## config.mk

```make
export PLATFORM = sky130hd
export DESIGN_NAME = mul_seq_shared_flat
export DESIGN_NICKNAME = d
export VERILOG_FILES = /design/src/rtl/mul_seq_shared_if.sv /design/src/rtl/mul_seq_shared.sv /design/src/flat_wrapper.sv
export SDC_FILE = /design/constraint.sdc
export NUM_CORES = 1
export LEC_CHECK = 0
export ABC_AREA = 1
export BUFFER_PORTS_ARGS = -buffer_cell sky130_fd_sc_hd__buf_2
export CAP_MARGIN = 30
export CORE_MARGIN = 8
export CORE_UTILIZATION = 34
export DETAILED_ROUTE_END_ITERATION = 10
export PLACE_DENSITY = 0.62
export SYNTH_ARGS = -nofsm -noshare
export SYNTH_HDL_FRONTEND = slang
export SYNTH_SLANG_ARGS = --single-unit
export TNS_END_PERCENT = 50
```

## constraint.sdc

```tcl
create_clock -name clk -period 1.9 [get_ports clk]
set_input_delay 0.19 -clock clk [delete_from_list [all_inputs] [get_ports clk]]
set_output_delay 0.19 -clock clk [all_outputs]
set_load 0.1 [all_outputs]
```

## src/rtl/mul_seq_shared_if.sv

```systemverilog
// Request/result and shared-adder signals of the sequential multiplier.
// The slave side is the multiplier; the master side is the requester plus the shared adder.
interface mul_seq_shared_if #(
    parameter int W = 8
);
    logic             start;
    logic             signed_i;
    logic [W-1:0]     a_i;
    logic [W-1:0]     b_i;
    logic             busy;
    logic             done;
    logic [2*W-1:0]   result;
    logic [2*W-1:0]   sum_in_a;
    logic [2*W-1:0]   sum_in_b;
    logic             sum_cin;
    logic [2*W-1:0]   sum_out;

    modport slave (
        input  start, signed_i, a_i, b_i, sum_out,
        output busy, done, result, sum_in_a, sum_in_b, sum_cin
    );

    modport master (
        output start, signed_i, a_i, b_i, sum_out,
        input  busy, done, result, sum_in_a, sum_in_b, sum_cin
    );
endinterface

```

## src/rtl/mul_seq_shared.sv

```systemverilog
// Sequential shift-add multiplier, unsigned or signed per operation. Every addition,
// including the bit-counter increment, is borrowed from one external shared 2W-bit adder.
module mul_seq_shared #(
    parameter int W = 8
) (
    input  logic              clk,
    input  logic              rst,
    mul_seq_shared_if.slave   bus
);
    localparam int CW = $clog2(W);

    localparam logic [1:0] S_IDLE = 2'd0;
    localparam logic [1:0] S_SUM  = 2'd1;
    localparam logic [1:0] S_INC  = 2'd2;

    logic [1:0]     state_q, state_d;
    logic [W-1:0]   a_q, a_d;
    logic [W-1:0]   b_q, b_d;
    logic           sgn_q, sgn_d;
    logic [CW-1:0]  ctr_q, ctr_d;
    logic [2*W-1:0] result_q, result_d;
    logic           done_q, done_d;

    logic [2*W-1:0] a_ext;
    logic [2*W-1:0] pp;
    logic [W-1:0]   b_tail;
    logic           is_msb;
    logic           sub_sign;
    logic           last;
    logic [2*W-1:0] sum_in_a, sum_in_b;
    logic           sum_cin;

    assign a_ext    = sgn_q ? {{W{a_q[W-1]}}, a_q} : {{W{1'b0}}, a_q};
    assign pp       = b_q[ctr_q] ? (a_ext << ctr_q) : '0;
    assign is_msb   = (ctr_q == CW'(W - 1));
    assign sub_sign = sgn_q && is_msb;
    // Two shifts instead of ctr+1 keep the "no private adder" property intact.
    assign b_tail   = (b_q >> ctr_q) >> 1;
    assign last     = is_msb || (b_tail == '0);

    always_comb begin
        // NOTE: every combinational output gets a default first, so no path leaves it unassigned and no latch is inferred.
        state_d  = state_q;
        a_d      = a_q;
        b_d      = b_q;
        sgn_d    = sgn_q;
        ctr_d    = ctr_q;
        result_d = result_q;
        done_d   = 1'b0;
        sum_in_a = '0;
        sum_in_b = '0;
        sum_cin  = 1'b0;

        case (state_q)
            S_IDLE: begin
                if (bus.start) begin
                    a_d      = bus.a_i;
                    b_d      = bus.b_i;
                    sgn_d    = bus.signed_i;
                    result_d = '0;
                    ctr_d    = '0;
                    state_d  = S_SUM;
                end
            end
            S_SUM: begin
                // The sign bit of a signed multiplier carries negative weight: add ~pp + 1.
                sum_in_a = sub_sign ? ~pp : pp;
                sum_cin  = sub_sign;
                sum_in_b = result_q;
                result_d = bus.sum_out;
                if (last) begin
                    state_d = S_IDLE;
                    done_d  = 1'b1;
                end else begin
                    state_d = S_INC;
                end
            end
            S_INC: begin
                sum_in_a = {{(2*W-CW){1'b0}}, ctr_q};
                sum_in_b = {{(2*W-1){1'b0}}, 1'b1};
                ctr_d    = bus.sum_out[CW-1:0];
                state_d  = S_SUM;
            end
            default: state_d = S_IDLE;
        endcase
    end

    // NOTE: state registers use non-blocking assignments so every flop samples pre-edge values.
    always_ff @(posedge clk or posedge rst) begin
        if (rst) begin
            state_q  <= S_IDLE;
            a_q      <= '0;
            b_q      <= '0;
            sgn_q    <= 1'b0;
            ctr_q    <= '0;
            result_q <= '0;
            done_q   <= 1'b0;
        end else begin
            state_q  <= state_d;
            a_q      <= a_d;
            b_q      <= b_d;
            sgn_q    <= sgn_d;
            ctr_q    <= ctr_d;
            result_q <= result_d;
            done_q   <= done_d;
        end
    end

    assign bus.busy     = (state_q != S_IDLE);
    assign bus.done     = done_q;
    assign bus.result   = result_q;
    assign bus.sum_in_a = sum_in_a;
    assign bus.sum_in_b = sum_in_b;
    assign bus.sum_cin  = sum_cin;
endmodule

```

## src/flat_wrapper.sv

```systemverilog
// flat-port wrapper written by rule: the top's interface ports become plain ports
module mul_seq_shared_flat 
#(
    parameter int W = 8
)
  (clk, rst, bus_start, bus_signed_i, bus_a_i, bus_b_i, bus_sum_out, bus_busy, bus_done, bus_result, bus_sum_in_a, bus_sum_in_b, bus_sum_cin);
  mul_seq_shared_if #(.W(W)) bus_i ();
  input  logic clk;
  input  logic rst;
  input wire logic [$bits(bus_i.start)-1:0] bus_start;
  input wire logic [$bits(bus_i.signed_i)-1:0] bus_signed_i;
  input wire logic [$bits(bus_i.a_i)-1:0] bus_a_i;
  input wire logic [$bits(bus_i.b_i)-1:0] bus_b_i;
  input wire logic [$bits(bus_i.sum_out)-1:0] bus_sum_out;
  output wire logic [$bits(bus_i.busy)-1:0] bus_busy;
  output wire logic [$bits(bus_i.done)-1:0] bus_done;
  output wire logic [$bits(bus_i.result)-1:0] bus_result;
  output wire logic [$bits(bus_i.sum_in_a)-1:0] bus_sum_in_a;
  output wire logic [$bits(bus_i.sum_in_b)-1:0] bus_sum_in_b;
  output wire logic [$bits(bus_i.sum_cin)-1:0] bus_sum_cin;
  assign bus_i.start = bus_start;
  assign bus_i.signed_i = bus_signed_i;
  assign bus_i.a_i = bus_a_i;
  assign bus_i.b_i = bus_b_i;
  assign bus_i.sum_out = bus_sum_out;
  assign bus_busy = bus_i.busy;
  assign bus_done = bus_i.done;
  assign bus_result = bus_i.result;
  assign bus_sum_in_a = bus_i.sum_in_a;
  assign bus_sum_in_b = bus_i.sum_in_b;
  assign bus_sum_cin = bus_i.sum_cin;
  mul_seq_shared #(.W(W)) u_core (.clk(clk), .rst(rst), .bus(bus_i));
endmodule
```

==> results of run 1 <==
==> cells in the mapped netlist <==
master	number	area share [%]
o21ai_1	5	1.0
inv_2	4	0.60
nand3_2	2	0.80
buf_1	1	0.15
inv_4	1	0.25
ha_1	4	2.0
o31ai_1	1	0.30
dfrtp_1	39	39
clkbuf_1	2	0.30
a21oi_1	20	4.0
buf_6	5	2.2
nand2_2	2	0.50
o211ai_1	1	0.30
nor3_1	1	0.20
buf_2	9	1.8
nor2_1	24	3.6
o22ai_1	8	2.0
buf_4	1	0.30
nand2_1	85	13
mux2_2	10	4.5
nand3_1	49	9.8
clkinv_2	1	0.20
o21ai_0	24	4.8
nand3_4	2	1.4
inv_1	48	7.2
==> stage by stage <==
stage	setup slack [ns]	cells	utilization [%]	instance area, sq um	hold slack [ns]
after floorplan	-0.445	349	-	2620	0.340
after global placement	0.0909	530	51.2	3680	0.333
after detailed placement	0.0538	530	51.2	3680	0.342
after CTS	-0.0815	544	55.2	3960	0.0161
after global routing	-0.227	545	57.2	4100	0.0443
final	-0.134	545	57.2	4100	-0.000435
==> flip-flops by register name (all words and copies together) (netlist names) <==
signal	count
u_core.a_q	8
u_core.b_q	8
u_core.bus.done	1
u_core.bus.result	16
u_core.ctr_q	3
u_core.sgn_q	1
u_core.state_q	2
==> layout make-up <==
type	count	area [sq um]
Sequential cell	39	978
Multi-Input combinational cell	239	1530
Timing Repair inverter	1	5.00
Clock buffer	5	68.8
Inverter	54	230
Tap cell	99	124
Fill cell	620	3070
Timing Repair Buffer	105	1120
Clock inverter	3	43.8
==> repair_timing <==
| action | 4_1_cts | 5_1_grt |
|---|---|---|
| pin swaps | 3 | 7 |
| resized for setup | 37 | 38 |
| setup endpoints to repair | 18 | 30 |
| gates cloned | 1 | 1 |
| buffers inserted | 5 | 0 |
==> worst max-delay path, delay by kind of cell, from the launching register on <==
| kind | cells | cell delay (ns) |
|---|---|---|
| DFF | 1 | 0.47 |
| AOI/OAI and AO/OA | 1 | 0.24 |
| buffers and inverters | 2 | 0.27 |
| and+or+nand+nor | 6 | 0.57 |
==> cells by family after synthesis <==
group,Yosys count,share of synthesized area [%]
AO/OA/AOI/OAI,59,12.4
flip-flops,39,39.0
buffers and inverters,72,13.0
AND/OR/NAND/NOR,165,29.1
multiplexers,10,4.50
adder cells (fa/ha/maj),4,2.00
==> worst paths after layout <==
| check | slack (ns) | end | depth (start not counted) | start |
|---|---|---|---|---|
| hold / removal | -0.0004 | u_core.b_q[1] | 3 | rst |
| max in group asynchronous | 1.54 | u_core.ctr_q[1] | 3 | rst |
| setup reg to reg | 0.14 | u_core.bus.result[7] | 8 | u_core.state_q[1] |
| hold reg to reg | 0.54 | u_core.b_q[0] | 2 | u_core.b_q[0] |
| setup / recovery | -0.13 | bus_sum_in_a[13] | 9 | u_core.ctr_q[1] |
| min in group clk | 0.12 | u_core.b_q[1] | 2 | bus_b_i[1] |
==> routing by layer <==
metal / wire length [um] / up-vias
li1: - / 1314
met1: 3260 / 1253
met2: 3930 / 66
met3: 438 / 11
met4: 138 / 0
met5: 0 / -
==> results.txt, run 1 <==
Largest net degree at the start of global routing: 40
Vias per inst: 4.85
DRC viols: 0
Initial DRC count: 125
Area growth from synthesis to layout: 63.9%
Max-slew headroom: 67.8%
CORE AREA: 7180 sq um
Antenna Cells: 0
Max-slew violations: 0
Tmin final: 2.03 ns
Routability congestion estimate: 0.835
Estimated wirelength of the detail-placed design: 5730 um
CTS buffer count: 5
CP Capture Type: output port
Setup TNS: -1.40 ns
Critical path cell sequence: inv_4, nand2_1, nand2_2, nand2_4, nand3_4, nand2_8, a21oi_1, nor2_4, buf_12
Maxcap violations: 0
Number of global-route vias before repair: 2634
Yosys reg bits: 39
Layout cells sized above 1: 46.6%
Post-Syn Nets: 389
Grt ovf: 0
GRT busiest layer: met2
Clock Pin Slew Worst Setup and Hold Paths: 0.08 ns
Hold Fails Final Rpt: 1
Setup WS post-layout: -0.134 ns
Rows: 31
Failing checks: hold timing, setup timing
Setup CP Type: reg2out
Met3 GRT Util: 3.30%
Wirelength per Cell: 14.2 um
Status: finished with violations
IO buf count: 86
Avg Inst Size Synth: 7.17 sq um
Mapped Cells: 349
Netlist cell types: 25
Vias: 2644
Met1 Use GR: 18.8%
CTS Hold Buffers Added: 0
WL final: 7760 um
Clock skew: 0.00698 ns
Final ANT Viol Nets: 0
# IOs: 87
Hold WS: -0.000435 ns
Worst slew pin tran: 0.479 ns
CTS tree: yes
Worst Path Arrival: 1.84 ns
Slowest stage delay, CP: 0.47 ns
Yosys warning count: 0
Die width: 102 um
H-tree levels: 2
Tot GR Track Use: 15.2%
Die area: 10400 sq um
CP required: 1.71 ns
DIE HEIGHT: 102 um
Worst Hold Class: in2async
Grt met2 use: 25.3%
Initial Utilization: 34.9%
Post-synthesis cell area: 2500 sq um
Initial antenna violation count: 0
Tcrit/Tclk final: 107%
Worst-Skew Late Latency: 0.29 ns
DRT Pass-1 Iters: 4
RSZ-0062 raised after global routing: yes
Startpoint types: flip-flop
Critical Path Slowest Stage Cell: dfrtp_2
First-pass GRT wire length: 12700 um
Fmax: 492 MHz
Most frequent cells in the layout: nand2_1 (62), buf_2 (53), inv_1 (42)
Register area share after synthesis: 39.0%
Final setup vio count: 17
Most common cell after layout, fill and taps aside: nand2_1
# clock sinks: 39
CTS max path bufs: 2
CP max FO: 10
Fin nets: 485
Root Driver: clkbuf_8
Power of run 1 is left out: the tool's default activity adds up to more than one toggle a clock period on the data nets, which glitch-free logic cannot reach.
==> run 2, diff against run 1 <==
==> constraint.sdc (replaced) <==
create_clock -name clk -period 2.59 [get_ports clk]
set_input_delay 0.259 -clock clk [delete_from_list [all_inputs] [get_ports clk]]
set_output_delay 0.259 -clock clk [all_outputs]
set_load 0.1 [all_outputs]
==> run 2 against run 1 <==
Compared with the run above:
- the run now ends clean
- worst setup slack improved by 0.42 ns
- highest routed layer unchanged
- register-to-register slack improved by 0.49 ns
- critical path depth decreased by 2
==> results.txt, run 2 (synthesis gave the netlist of run 1 again) <==
Hold WS: 0.0521 ns (+0.0526 ns)
Initial Utilization: 34.9% (unchanged)
CP Capture Type: output port
First-pass GRT wire length: 12000 um (-5.3%)
Worst-Skew Late Latency: 0.30 ns (about the same)
Layout cells sized above 1: 30.4% (-16 points)
Clock Pin Slew Worst Setup and Hold Paths: 0.09 ns (about the same)
Die area: 10400 sq um (unchanged)
Slowest stage delay, CP: 0.40 ns (-0.07 ns)
R2r setup slk: 0.63 ns (+0.49 ns)
Initial antenna violation count: 0 (unchanged)
Worst Path Arrival: 2.05 ns (+0.21 ns)
Tcrit/Tclk final: 89.0%
Fmax: 434 MHz
FF+latch area: 978 sq um (unchanged)
Most frequent cells in the layout: nand2_1 (85), buf_2 (68), nand3_1 (49)
Setup CP Type: reg2out
CP max FO: 11 (+1)
IO buf count: 86 (unchanged)
Initial DRC count: 95 (-24%)
Rows: 31 (unchanged)
Vias per inst: 4.77 (-1.8%)
Number of global-route vias before repair: 2534 (-3.8%)
Tmin final: 2.30 ns
RSZ-0062 raised after global routing: no
CTS max path bufs: 2 (unchanged)
CORE AREA: 7180 sq um (unchanged)
Most common cell after layout, fill and taps aside: nand2_1
CP required: 2.33 ns (+0.62 ns)
Antenna Cells: 0 (unchanged)
Tot GR Track Use: 14.4% (-0.80 points)
CTS Hold Buffers Added: 0 (unchanged)
Die width: 102 um (unchanged)
Worst Hold Class: in2async
Wirelength per Cell: 13.7 um (-3.9%)
Crit path max-delay family: buffers and inverters
WL final: 7290 um (-6.1%)
Clock skew: 0.0125 ns (+0.00556 ns)
Setup WS post-layout: 0.286 ns (+0.420 ns)
Estimated wirelength of the detail-placed design: 5720 um (-0.25%)
Startpoint types: flip-flop
Area growth from synthesis to layout: 36.3%
H-tree levels: 2 (unchanged)
Max-slew headroom: 53.0% (-15 points)
Maxcap violations: 0 (unchanged)
Hold Fails Final Rpt: 0 (-1)
Final ANT Viol Nets: 0 (unchanged)
Status: complete, no violations
DIE HEIGHT: 102 um (unchanged)
DRT Pass-1 Iters: 4 (unchanged)
Worst slack, placed: 0.478 ns (+0.424 ns)
# IOs: 87 (unchanged)
Routability congestion estimate: 0.972 (+16%)
DRC viols: 0 (unchanged)
Largest net degree at the start of global routing: 31 (-23%)
Critical path cell sequence: inv_1, ha_1, nand2_1, inv_2, nand2_1, o21ai_0, buf_12
WP buf/inv: 3 (+1)
Grt ovf: 0 (unchanged)
CTS buffer count: 5 (unchanged)
Worst slew pin tran: 0.704 ns (+0.225 ns)
Filler cells: 713 (+15%)
Vias: 2540 (-3.9%)
Root Driver: clkbuf_8
Final setup vio count: 0 (-17)
# clock sinks: 39 (unchanged)
Multi-input logic area: 1220 sq um (-20%)
Max reg flops: 16 (unchanged)
Max-slew violations: 0 (unchanged)
CTS tree: yes
Cell mode on critical path: nand2_1
Fin nets: 473 (-2.5%)
Critical Path Slowest Stage Cell: dfrtp_1
[run 2: cell count changes in the layout (fill, tap and decap cells not counted), sizes merged]
cell | before | now
buf | 104 | 95
inv | 50 | 53
bufinv | 1 | 0
nand2 | 88 | 87
clkinv | 5 | 3
clkbuf | 6 | 5
clkinvlp | 2 | 1
[run 2: layer usage]
layer  track usage, %  vias up  wire length [um]
met5                0        -                 0
met4             4.93        0                47
met3             3.92        4               499
met2             22.2       94              3340
met1             18.8     1156              3410
li1                 -     1286                 -
[run 2: repair_timing]
| action | in CTS | in global routing |
|---|---|---|
| resized for setup | 0 | 4 |
| setup buffers | 0 | 0 |
| setup endpoints to repair | 0 | 12 |
[run 2: cell type report]
cell class | instances | share of cell area (%)
Clock buffer | 5 | 2.02
Timing Repair Buffer | 95 | 23.1
Clock inverter | 3 | 0.734
Tap cell | 99 | 3.63
Sequential cell | 39 | 28.7
Multi-Input combinational cell | 238 | 35.7
Inverter | 54 | 6.06
[run 2: path summary, 6_finish.rpt]
path | start | end | cells after the start
worst max-delay path | u_core.state_q[0] | bus_sum_in_a[1] | 7
worst min-delay path | rst | u_core.bus.done | 3
worst max register to register | u_core.state_q[0] | u_core.ctr_q[1] | 5
worst min register to register | u_core.b_q[1] | u_core.b_q[1] | 1
max in group asynchronous | rst | u_core.ctr_q[1] | 4
min in group clk | bus_sum_out[15] | u_core.bus.result[15] | 3
[run 2: through the flow]
stage	setup TNS, ns	utilization (%)	std cells	area [sq um]
6_report	0	47.5	533	3410
4_1_cts	0	47.4	533	3400
2_1_floorplan	-1.90	-	349	2520
3_3_place_gp	0	45.7	524	3280
3_5_place_dp	0	46.1	525	3310
5_1_grt	0	47.5	533	3410
[run 2: tightest hold or removal path, delay by kind of cell]
kind,cells,cell delay [ns]
buf+inv,3,0.44
Power of run 2 is left out for the same reason.
